===== src/rtl/usb_tx_sched.sv =====
// USB transmit scheduler: arbitrates handshake vs. data requesters, issues one
// packet command at a time, tracks TX_Transfer_Active and enforces a turnaround gap.
module usb_tx_sched #(
   parameter int START_TIMEOUT = 16,
   parameter int TURNAROUND    = 2
) (
   input  logic       clk,
   input  logic       rst,
   input  logic       hs_req,
   input  logic [1:0] hs_code,
   output logic       hs_done,
   output logic       hs_err,
   input  logic       data_req,
   input  logic       data_pid,
   output logic       data_done,
   output logic       data_err,
   output logic [2:0] tx_packet,
   input  logic       TX_Transfer_Active,
   input  logic       tx_error,
   output logic       sched_busy,
   output logic       grant_hs
);

   typedef enum logic [2:0] {IDLE, ISSUE, WAIT_START, ACTIVE, DONE, GAP} state_t;

   localparam logic [7:0] TO_LAST  = 8'(START_TIMEOUT - 1);
   localparam logic [3:0] GAP_LAST = 4'(TURNAROUND - 1);

   state_t     state_q, state_d;
   logic [2:0] cmd_q, cmd_d;
   logic       grant_q, grant_d;
   logic       err_q, err_d;
   logic [7:0] to_cnt_q, to_cnt_d;
   logic [3:0] gap_cnt_q, gap_cnt_d;
   logic [2:0] tx_packet_q, tx_packet_d;
   logic       hs_done_q, hs_done_d, hs_err_q, hs_err_d;
   logic       data_done_q, data_done_d, data_err_q, data_err_d;
   logic       busy_q, busy_d, grant_hs_q, grant_hs_d;

   always_comb begin
      state_d   = state_q;
      cmd_d     = cmd_q;
      grant_d   = grant_q;
      err_d     = err_q;
      to_cnt_d  = to_cnt_q;
      gap_cnt_d = gap_cnt_q;
      case (state_q)
         IDLE: begin
            if (hs_req) begin
               grant_d = 1'b1;
               cmd_d   = 3'(hs_code) + 3'd3;
               err_d   = (hs_code == 2'd3);
               state_d = (hs_code == 2'd3) ? DONE : ISSUE;
            end else if (data_req) begin
               grant_d = 1'b0;
               cmd_d   = data_pid ? 3'd2 : 3'd1;
               err_d   = 1'b0;
               state_d = ISSUE;
            end
         end
         ISSUE: begin
            to_cnt_d = 8'd0;
            if (tx_error) err_d = 1'b1;
            state_d = WAIT_START;
         end
         WAIT_START: begin
            if (tx_error) err_d = 1'b1;
            if (to_cnt_q != 8'hFF) to_cnt_d = to_cnt_q + 8'd1;
            // A start seen on the last allowed cycle still wins over the timeout.
            if (TX_Transfer_Active) begin
               state_d = ACTIVE;
            end else if (to_cnt_q >= TO_LAST) begin
               err_d   = 1'b1;
               state_d = DONE;
            end
         end
         ACTIVE: begin
            if (tx_error) err_d = 1'b1;
            if (!TX_Transfer_Active) state_d = DONE;
         end
         DONE: begin
            gap_cnt_d = 4'd0;
            state_d   = GAP;
         end
         GAP: begin
            if (gap_cnt_q >= GAP_LAST) state_d = IDLE;
            else                       gap_cnt_d = gap_cnt_q + 4'd1;
         end
         default: state_d = IDLE;
      endcase

      // Outputs are registered from next-state so they line up with the state they describe.
      tx_packet_d = (state_d == ISSUE) ? cmd_d : 3'd0;
      hs_done_d   = (state_d == DONE) && grant_d;
      hs_err_d    = (state_d == DONE) && grant_d && err_d;
      data_done_d = (state_d == DONE) && !grant_d;
      data_err_d  = (state_d == DONE) && !grant_d && err_d;
      busy_d      = (state_d != IDLE);
      grant_hs_d  = grant_d && (state_d != IDLE);
   end

   always_ff @(posedge clk or posedge rst) begin
      if (rst) begin
         state_q     <= IDLE;
         cmd_q       <= 3'd0;
         grant_q     <= 1'b0;
         err_q       <= 1'b0;
         to_cnt_q    <= 8'd0;
         gap_cnt_q   <= 4'd0;
         tx_packet_q <= 3'd0;
         hs_done_q   <= 1'b0;
         hs_err_q    <= 1'b0;
         data_done_q <= 1'b0;
         data_err_q  <= 1'b0;
         busy_q      <= 1'b0;
         grant_hs_q  <= 1'b0;
      end else begin
         state_q     <= state_d;
         cmd_q       <= cmd_d;
         grant_q     <= grant_d;
         err_q       <= err_d;
         to_cnt_q    <= to_cnt_d;
         gap_cnt_q   <= gap_cnt_d;
         tx_packet_q <= tx_packet_d;
         hs_done_q   <= hs_done_d;
         hs_err_q    <= hs_err_d;
         data_done_q <= data_done_d;
         data_err_q  <= data_err_d;
         busy_q      <= busy_d;
         grant_hs_q  <= grant_hs_d;
      end
   end

   assign tx_packet  = tx_packet_q;
   assign hs_done    = hs_done_q;
   assign hs_err     = hs_err_q;
   assign data_done  = data_done_q;
   assign data_err   = data_err_q;
   assign sched_busy = busy_q;
   assign grant_hs   = grant_hs_q;

endmodule

===== config.mk =====
export PLATFORM = sky130hd
export DESIGN_NAME = usb_tx_sched
export DESIGN_NICKNAME = d
export VERILOG_FILES = /design/src/rtl/usb_tx_sched.sv
export SDC_FILE = /design/constraint.sdc
export NUM_CORES = 1
export LEC_CHECK = 0
export ABC_AREA = 1
export CAP_MARGIN = 5
export CORE_ASPECT_RATIO = 1.2
export CORE_UTILIZATION = 47
export CTS_CLUSTER_DIAMETER = 30
export DETAILED_ROUTE_END_ITERATION = 8
export PLACE_DENSITY = 0.69
export SYNTH_ARGS = -nofsm -noshare
export SYNTH_HDL_FRONTEND = slang
export SYNTH_SLANG_ARGS = --single-unit

===== constraint.sdc =====
create_clock -name clk -period 1.5 [get_ports clk]
set_input_delay 0.225 -clock clk [delete_from_list [all_inputs] [get_ports clk]]
set_output_delay 0.225 -clock clk [all_outputs]
set_load 0.1 [all_outputs]

# == After elaboration in Yosys (flattened, before gate mapping) ==
# Index checks and enable logic that the tools add are counted.
# op_classes
n_addsub,3
order_cmp,2
eq_ne,11
mux,26
n_reduce_logical,13
# op_table
op,count
$mux 3,11
$pmux 3 s6,1
$pmux 8 s2,1
$eq 3x3->1 const B,3
$add 8x1->8 const B,1
$ge 8x4->1 const B,1
$mux 1,8
$mux 8,1
$ne 8x8->1 const B,1
$pmux 4 s2,1
$eq 3x1->1 const B,2
$eq 3x2->1 const B,2
$logic_and 1x1->1,5
$add 4x1->4 const B,1
$ge 4x1->1 const B,1
$mux 4,1
$ne 2x2->1 const B,2
$reduce_and 2->1,2
$reduce_bool 2->1,2
$add 2x2->3 const B,1
$logic_not 3->1,1
$pmux 1 s3,1
$reduce_bool 3->1,1
$eq 2x2->1 const B,1
other kinds (3),3
# word_totals
inputBits,9
reg_bits,29
out_inout_bits,9
word_cells,68

# == Logic depth before layout (Yosys ltp) ==
# Gate-level depths: netlist of the first run.
# logic_depth
depth_word,7
mapped_depth,11
mapped_depth_nobuf,11

# == Least setup slack after synthesis of the first run ==
# No wires, ideal clock.
# synth_timing
path_type,flip-flop to flip-flop
start,register to_cnt_q[0]
end,register data_err_q (netlist: data_err)
synth_period_minus_slack_ns,1.320
setup_slack_ns,0.180
stages_incl_launch_ff,8
path_buffers,0
setup_ns,0.118
arrival_ns,1.203
cell_sequence,dfrtp_1 -> ha_1 -> nand3_1 -> nand3_1 -> a21oi_1 -> nand2_1 -> nand3_1 -> nor2_1
# synth_between
elab_chain_len,7
word_cells_on_any_way,10
classes_between,1 x order compare; 1 x eq/ne; 6 x mux; 2 x reduce/logical
# synth_rtl
element,line_no,source
from (decl),33,"logic [7:0] to_cnt_q, to_cnt_d;"
from (signal assigned),122,to_cnt_q <= to_cnt_d;
$ge 8x4->1,72,end else if (to_cnt_q >= TO_LAST) begin
$mux 3,72,
$mux 3,70,if (TX_Transfer_Active) begin
$pmux 3 s6,47,case (state_q)
net state_d[2],29,"state_t state_q, state_d;"
$eq 3x3->1,97,data_err_d = (state_d == DONE) && !grant_d && err_d;
$logic_and 1x1->1 (2 in a row),97,
net data_err_d,37,"logic data_done_q, data_done_d, data_err_q, data_err_d;"
to (signal assigned),128,data_err_q <= data_err_d;
to (decl),37,
# The timed path passes the listed nets, and every way through them passes these cells.
# A chain may end at the register's enable or synchronous reset.

# == Worst setup path in the final report of the first run ==
# layout_timing
start,register gap_cnt_q[0]
end,register data_err_q (netlist: data_err)
# layout_between
elab_chain_len,6
# layout_rtl
element,line_no,source
from (decl),34,"logic [3:0] gap_cnt_q, gap_cnt_d;"
from (signal assigned),123,gap_cnt_q <= gap_cnt_d;
$ge 4x1->1,86,if (gap_cnt_q >= GAP_LAST) state_d = IDLE;
$mux 3,86,
$pmux 3 s6,47,
net state_d[0],29,
$eq 3x3->1,97,
$logic_and 1x1->1 (2 in a row),97,
net data_err_d,37,
# The timed path passes the listed nets, and every way through them passes these cells.

==> metrics.md, run 1 <==
| Metric | Value |
|---|---|
| Slowest-stage cell, CP | dfrtp_1 |
| Simple-gate share of the synthesized area | 27.7% |
| Hold crit path type | in -> async |
| Power Density | roughly 1900 nW/um^2 |
| Vias | roughly 1300 |
| Final setup fails | 0 |
| CTS buffer count | 5 |
| Crit path launch | gap_cnt_q[0] |
| Mux cell area share after synthesis | 0% |
| Vias per cell | approximately 5.1 |
| Site Rows | 22 |
| Die Y-Extent | 63.9 microns |
| Post-Synth XOR/XNOR Area | about 1.8% |
| Worst-path clk slew | 0.10 ns |
| RSZ-0062 raised after global routing | yes |
| R2r startpoint | gap_cnt_q[0] |
| CTS Buffer Depth | 2 |
| GR Overflow Total | 0 |
| Setup TNS | 0 ns |
| Vias in the first global route | about 1300 |
| Layout cells sized above 1 | between 20% and 30% |
| Dpl cell area | 1850 sq um |
| First-pass GRT wire length | approximately 5300 microns |
| CP Cell Sequence | inv_1, ha_2, inv_2, nor2_4, nand2_2, nand2_2, nand2_4, nand3_4, nor2_4, nand3_2, nor2_1 |
| Met2 Track Usage GR | a little under two fifths |
| CTS root buf | clkbuf_4 |
| CP startpoint kind | register |
| Gr busiest metal | met2 |
| First DRT Iteration DRCs | 26 |
| Number of antenna-violating nets in the routed design | 0 |
| # DRC | 0 |
| Final Max Slew Viols | 0 |
| Final Hold Viols | 0 |
| # port buffers | 17 |
| Die Width | approximately 54 microns |
| Synthesized area | between 1000 and 1500 sq um |
| Largest net degree at the start of global routing | 30 |
| Leading area contributor after synthesis | dfrtp_1 |
| # diodes | 0 |
| P_leak | approximately 0.00098 uW |
| FFs w/ async S/R, synth | 100% |
| Total track usage | 21.5% |
| Largest family of logic cells by synthesized area | simple AND/OR/NAND/NOR gates |
| Worst path max stage delay | ~0.42 ns |
| Leading post-synthesis cells by cell area | dfrtp_1 (48%), nand2_1 (9.5%), inv_1 (7.3%) |
| Sequential area share after synthesis | between 40% and 50% |
| Die Area | between 3000 and 4000 sq um |
| Yosys top cell area share | 48.4% |
| R2R depth | 11 |
| EDFF count, synth | 0 |
| Min Tclk post-route | around 1.5 ns |
| Status | complete, no violations |
| M1 GR Usage | roughly 23% |
| Synth Area in Adders | 5.01% |
| Post-DP HPWL | 2260 microns |
| Critical Path AT | roughly 1.8 ns |
| Worst skew pair latency | roughly 0.33 ns |
| Setup Skew | 0.00602 ns |
| Top cells by count, synth | nand2_1 (38), dfrtp_1 (29), inv_1 (29) |
| Syn Nets | slightly below 200 |
| Final Cell Area | just under 2000 sq um |
| Cells after DPL | 240 |
| Gp weighted congestion | between 0.7 and 0.8 |
| Worst vdd rail ir drop | approximately 1.9 mV |
| Max Fclk | between 0.6 and 0.7 GHz |
| Drt first pass iters | 4 |
| Clock sink count | 29 |
| Mean Syn Cell Area | approximately 8.3 sq um |
| Layout area overhead | 32.7% |
| Ys flop type | dfrtp_1 |
| Synth Area in Compound Gates | approximately 8.6% |
| Post-synthesis cell type count | 26 |
| Crit-path max FO | 5 |
| Crit Path Class | reg -> reg |
| WL/cell | ~12 microns |
| Max-Cap Viols | 0 |
| Ys Warns | 0 |
| Initial antenna violation count | 0 |
| Io pins | 18 |
| Final #Nets | 230 |
| Critical Path RT | 1.77 ns |
| DRT Wirelength | ~3000 microns |
| Worst slew pin tran | roughly 0.36 ns |
| Global Route met3 Usage | under 10% |
| Post-route insts no fill | between 200 and 300 |
| Period utilisation layout | 98.5% |
| # hold bufs at CTS | 0 |
| CTS H-tree depth | 2 |
| Slew HR | ~76% |
| CTS tree | built |
| Crit end category | register |
| Most frequent cell after synthesis | nand2_1 |
| Core area | about 3100 sq um |
| Initial core utilization | 49.1% |
| Post-synthesis register bit count | 29 |
| Post-Synthesis Cells | roughly 180 |
## power breakdown
group	internal, uW	switching, uW
Clock	176	279
Combinational	790	1380
Sequential	1010	210
## metrics by stage
stage	utilization [%]	setup slack (ns)	power [uW]	hold slack, ns
2_1_floorplan	-	0.180	2580	0.303
3_3_place_gp	60.5	-0.168	3180	0.474
3_5_place_dp	60.5	-0.212	3220	0.486
4_1_cts	62.5	0.00606	3700	0.262
5_1_grt	65.1	-0.0837	4110	0.285
6_report	65.1	0.0222	3850	0.255
## per-layer routing
| metal | part of all wire [%] | vias up | routed length [microns] |
|---|---|---|---|
| li1 | - | 639 | - |
| met1 | 38 | 623 | 1150 |
| met2 | 58 | 22 | 1730 |
| met3 | 2.5 | 6 | 76 |
| met4 | 1.3 | 0 | 40 |
| met5 | 0 | - | 0 |
## what timing repair did
action                     in CTS  in global routing
gates resized for setup         1                 21
pin swaps                       0                 11
setup endpoints to repair       2                 16
buffers inserted                0                  4
## cell families (layout without fill, tap and decap cells)
logic type	Yosys count	in the layout
AND/OR/NAND/NOR	86	86
buffers and inverters	34	69
flip-flops	29	29
AO/OA/AOI/OAI	23	23
adder cells (fa/ha/maj)	6	6
XOR/XNOR	3	3
## path summary, 6_finish.rpt
kind                       slack [ns]            to
hold reg to reg                  0.50  gap_cnt_q[3]
setup / recovery                 0.02      data_err
hold / removal                   0.25    state_q[0]
min in group clk                 0.50  gap_cnt_q[3]
max in group asynchronous        0.97      cmd_q[2]
setup reg to reg                 0.02      data_err
## area by class of cell
| cell class | count | area (sq um) |
|---|---|---|
| Clock inverter | 3 | 17.5 |
| Multi-Input combinational cell | 118 | 698 |
| Clock buffer | 5 | 37.5 |
| Inverter | 34 | 130 |
| Timing Repair Buffer | 27 | 335 |
| Sequential cell | 29 | 726 |
| Tap cell | 36 | 45.0 |
| Fill cell | 266 | 1070 |
## critical path: cells and delay by family (launching register included)
family                   cells  cell delay (ns)
buffers and inverters        2             0.13
AND/OR/NAND/NOR              8             0.69
adder cells (fa/ha/maj)      1             0.17
flip-flops                   1             0.42
## layout by cell type, fill, tap and decap left out, drive strengths merged
cell           synthesis  routed
a21oi                  7       7
a31oi                  1       1
nand2                 44      44
clkbuf                 0       5
nand3                 17      17
buf                    0      19
ha                     6       6
nand4                  2       2
nor3                   2       2
clkinv                 0       2
clkdlybuf4s50          0       8
o211ai                 1       1
o21ai                 12      12
inv                   34      34
o22ai                  2       2
xnor2                  1       1
clkinvlp               0       1
xor2                   2       2
dfrtp                 29      29
nor2                  19      19
or2                    1       1
nand3b                 1       1
## flip-flops by register name (all words and copies together) (netlist names)
register,count
hs_done,1
grant_q,1
tx_packet,3
data_err,1
state_q,3
err_q,1
gap_cnt_q,4
sched_busy,1
to_cnt_q,8
hs_err,1
data_done,1
grant_hs,1
cmd_q,3
Power figures use the tool's default switching activity.
==> inputs of run 2 (changes only) <==
--- a/config.mk
+++ b/config.mk
@@ -12,6 +12,7 @@
 export CTS_CLUSTER_DIAMETER = 30
 export DETAILED_ROUTE_END_ITERATION = 8
 export PLACE_DENSITY = 0.69
+export SETUP_SLACK_MARGIN = 0.1
 export SYNTH_ARGS = -nofsm -noshare
 export SYNTH_HDL_FRONTEND = slang
 export SYNTH_SLANG_ARGS = --single-unit
==> run 2 against run 1 <==
Non-clock buffer count increased by 3. Global-route usage increased by 0.68 points. Clock skew rose by 0.0023 ns. Core utilization is 2.7 points higher. Sequential power about the same. Critical endpoint is now grant_hs. Largest cell class is now multi-input gates. Design area is 4.1% higher. Fmax rose by 2.3%. Count of clock-buffer cells in the layout did not move. Total power rose by 4.7%. Critical path depth fell by 2. Combinational power rose by 8%.
==> metrics.md, run 2 (synthesis gave the netlist of run 1 again) <==
| Metric | Value |
|---|---|
| Final Hold Viols | 0 |
| CTS H-tree depth | 2 |
| Slowest-stage cell, CP | dfrtp_1 |
| Worst skew pair latency | approximately 0.33 ns |
| Final Max Slew Viols | 0 |
| Initial core utilization | between 40% and 50% |
| Site Rows | 22 |
| RSZ-0062 raised after global routing | yes |
| Final core occ | 67.8% |
| CTS tree | built |
| Status | complete, no violations |
| Top reg by flops | to_cnt_q |
| # diodes | 0 |
| Most frequent cells in the layout | nand2_1 (30), dfrtp_1 (26), inv_1 (25) |
| Layout cells sized above 1 | a little over a third |
| Clock sink count | 29 |
| CTS Buffer Depth | 2 |
| P_leak | ~0.0010 uW |
| CP startpoint kind | register |
| Die Width | about 54 microns |
| Worst path max stage delay | about 0.40 ns |
| CTS root buf | clkbuf_4 |
| Worst slew pin tran | between 0.3 and 0.4 ns |
| Critical path buffers and inverters | 2 |
| Post-route insts no fill | between 200 and 300 |
| Hold crit path type | in -> async |
| Critical Path RT | about 1.7 ns |
| Die Area | about 3400 sq um |
| First-pass GRT wire length | between 5000 and 6000 microns |
| Crit-path max FO | 4 |
| Worst slack, placed | -0.212 ns |
| Max-Cap Viols | 0 |
| Vias per cell | approximately 5 |
| Gp weighted congestion | between 0.7 and 0.8 |
| Largest net degree at the start of global routing | 30 |
| Crit Path Class | reg -> reg |
| Cells after DPL | 240 |
| Setup Skew | between 0.008 and 0.009 ns |
| Largest register FFs | 8 |
| Slew HR | approximately three quarters |
| Number of antenna-violating nets in the routed design | 0 |
| Post-DP HPWL | approximately 2300 microns |
| Crit end category | register |
| Worst-path clk slew | 0.10 ns |
| Period utilisation layout | between 90% and 100% |
| Family with the most delay on the worst path | flip-flops |
| Total power | 4030 uW |
| Layout area overhead | 38.1% |
| Worst vdd rail ir drop | between 1.5 and 2 mV |
| CP Cell Sequence | inv_2, ha_1, nor2_4, nand2_2, nand2_2, a21oi_1, nand2_2, inv_1, a21oi_1 |
| Initial antenna violation count | 0 |
| Commonest non-fill, non-tap cell in the layout | nand2_1 |
| Worst Slack Setup Final | 0.0554 ns |
| # DRC | 0 |
| Max Fclk | 0.692 GHz |
| Vias | approximately 1300 |
| Vias in the first global route | about 1400 |
| Biggest regs | to_cnt_q x8, gap_cnt_q x4 |
| Die Y-Extent | roughly 64 microns |
| Final setup fails | 0 |
| Setup TNS | 0 ns |
| Critical Path AT | between 1.5 and 2 ns |
| Core area | around 3100 sq um |
| WL/cell | roughly 12 microns |
| CTS buffer count | 5 |
| Min Tclk post-route | 1.44 ns |
| First DRT Iteration DRCs | 36 |
| Io pins | 18 |
| GR Overflow Total | 0 |
| Power Density | 1940 nW/um^2 |
| Total track usage | 22.2% |
| # port buffers | 17 |
| Final #Nets | ~230 |
| DRT Wirelength | 3180 microns |
| CP most frequent cell | nand2_2 |
| Drt first pass iters | 4 |
-- run 2: layer usage --
layer / vias to the layer above / routed length [microns] / GRT usage, %
met5: - / 0 / 0
met4: 0 / 77 / 12.8
met3: 9 / 74 / 5.71
met2: 16 / 1850 / 39.5
met1: 627 / 1170 / 22.0
li1: 647 / - / -
-- run 2: worst min-delay path, cell delays in order --
cell	delay (ns)
clkdlybuf4s50_1	0.40
inv_1	0.05
buf_4	0.33
-- run 2: final timing paths --
check	start	cells after the start	slack [ns]	end
worst max-delay path	gap_cnt_q[1]	9	0.06	grant_hs
worst min-delay path	rst	3	0.26	data_err
worst max register to register	gap_cnt_q[1]	9	0.06	grant_hs
worst min register to register	gap_cnt_q[3]	2	0.50	gap_cnt_q[3]
max in group asynchronous	rst	3	0.95	to_cnt_q[5]
min in group clk	hs_code[0]	4	0.31	cmd_q[0]
-- run 2: area by class of cell --
| cell class | count | area (sq um) |
|---|---|---|
| sequential | 29 | 729 |
| multi-input combinational | 118 | 746 |
| fill | 249 | 985 |
| clock buffer | 5 | 37.5 |
| timing repair buffer | 30 | 360 |
| tap | 36 | 45.0 |
| clock inverter | 3 | 17.5 |
| inverter | 34 | 135 |
-- run 2: through the flow --
step                      cell area [sq um]  hold WS [ns]
after global routing                   2070         0.281
final                                  2070         0.258
after CTS                              1970         0.262
after detailed placement               1850         0.486
after floorplan                        1500         0.303
after global placement                 1850         0.474
-- run 2: repair_timing --
item,CTS,global route
resized for setup,12,30
setup buffers,4,3
hold buffers,0,0
pin swaps,9,9
endpoints found under the setup margin,11,22
-- run 2: power by group --
group | switching, uW | internal [uW] | leakage (uW) | total (uW)
clock network | 276 | 176 | 0.0000310 | 452
logic | 1490 | 852 | 0.000623 | 2340
registers | 214 | 1020 | 0.000373 | 1230
total | 1980 | 2050 | 0.00103 | 4030
==> inputs of run 3 (changes only) <==
--- a/config.mk
+++ b/config.mk
@@ -12,7 +12,7 @@
 export CTS_CLUSTER_DIAMETER = 30
 export DETAILED_ROUTE_END_ITERATION = 8
 export PLACE_DENSITY = 0.69
-export SETUP_SLACK_MARGIN = 0.1
+export REMOVE_ABC_BUFFERS = 1
 export SYNTH_ARGS = -nofsm -noshare
 export SYNTH_HDL_FRONTEND = slang
 export SYNTH_SLANG_ARGS = --single-unit
==> results of run 3 <==
No change in the layout: final DEF, timing and power equal those of run 1.
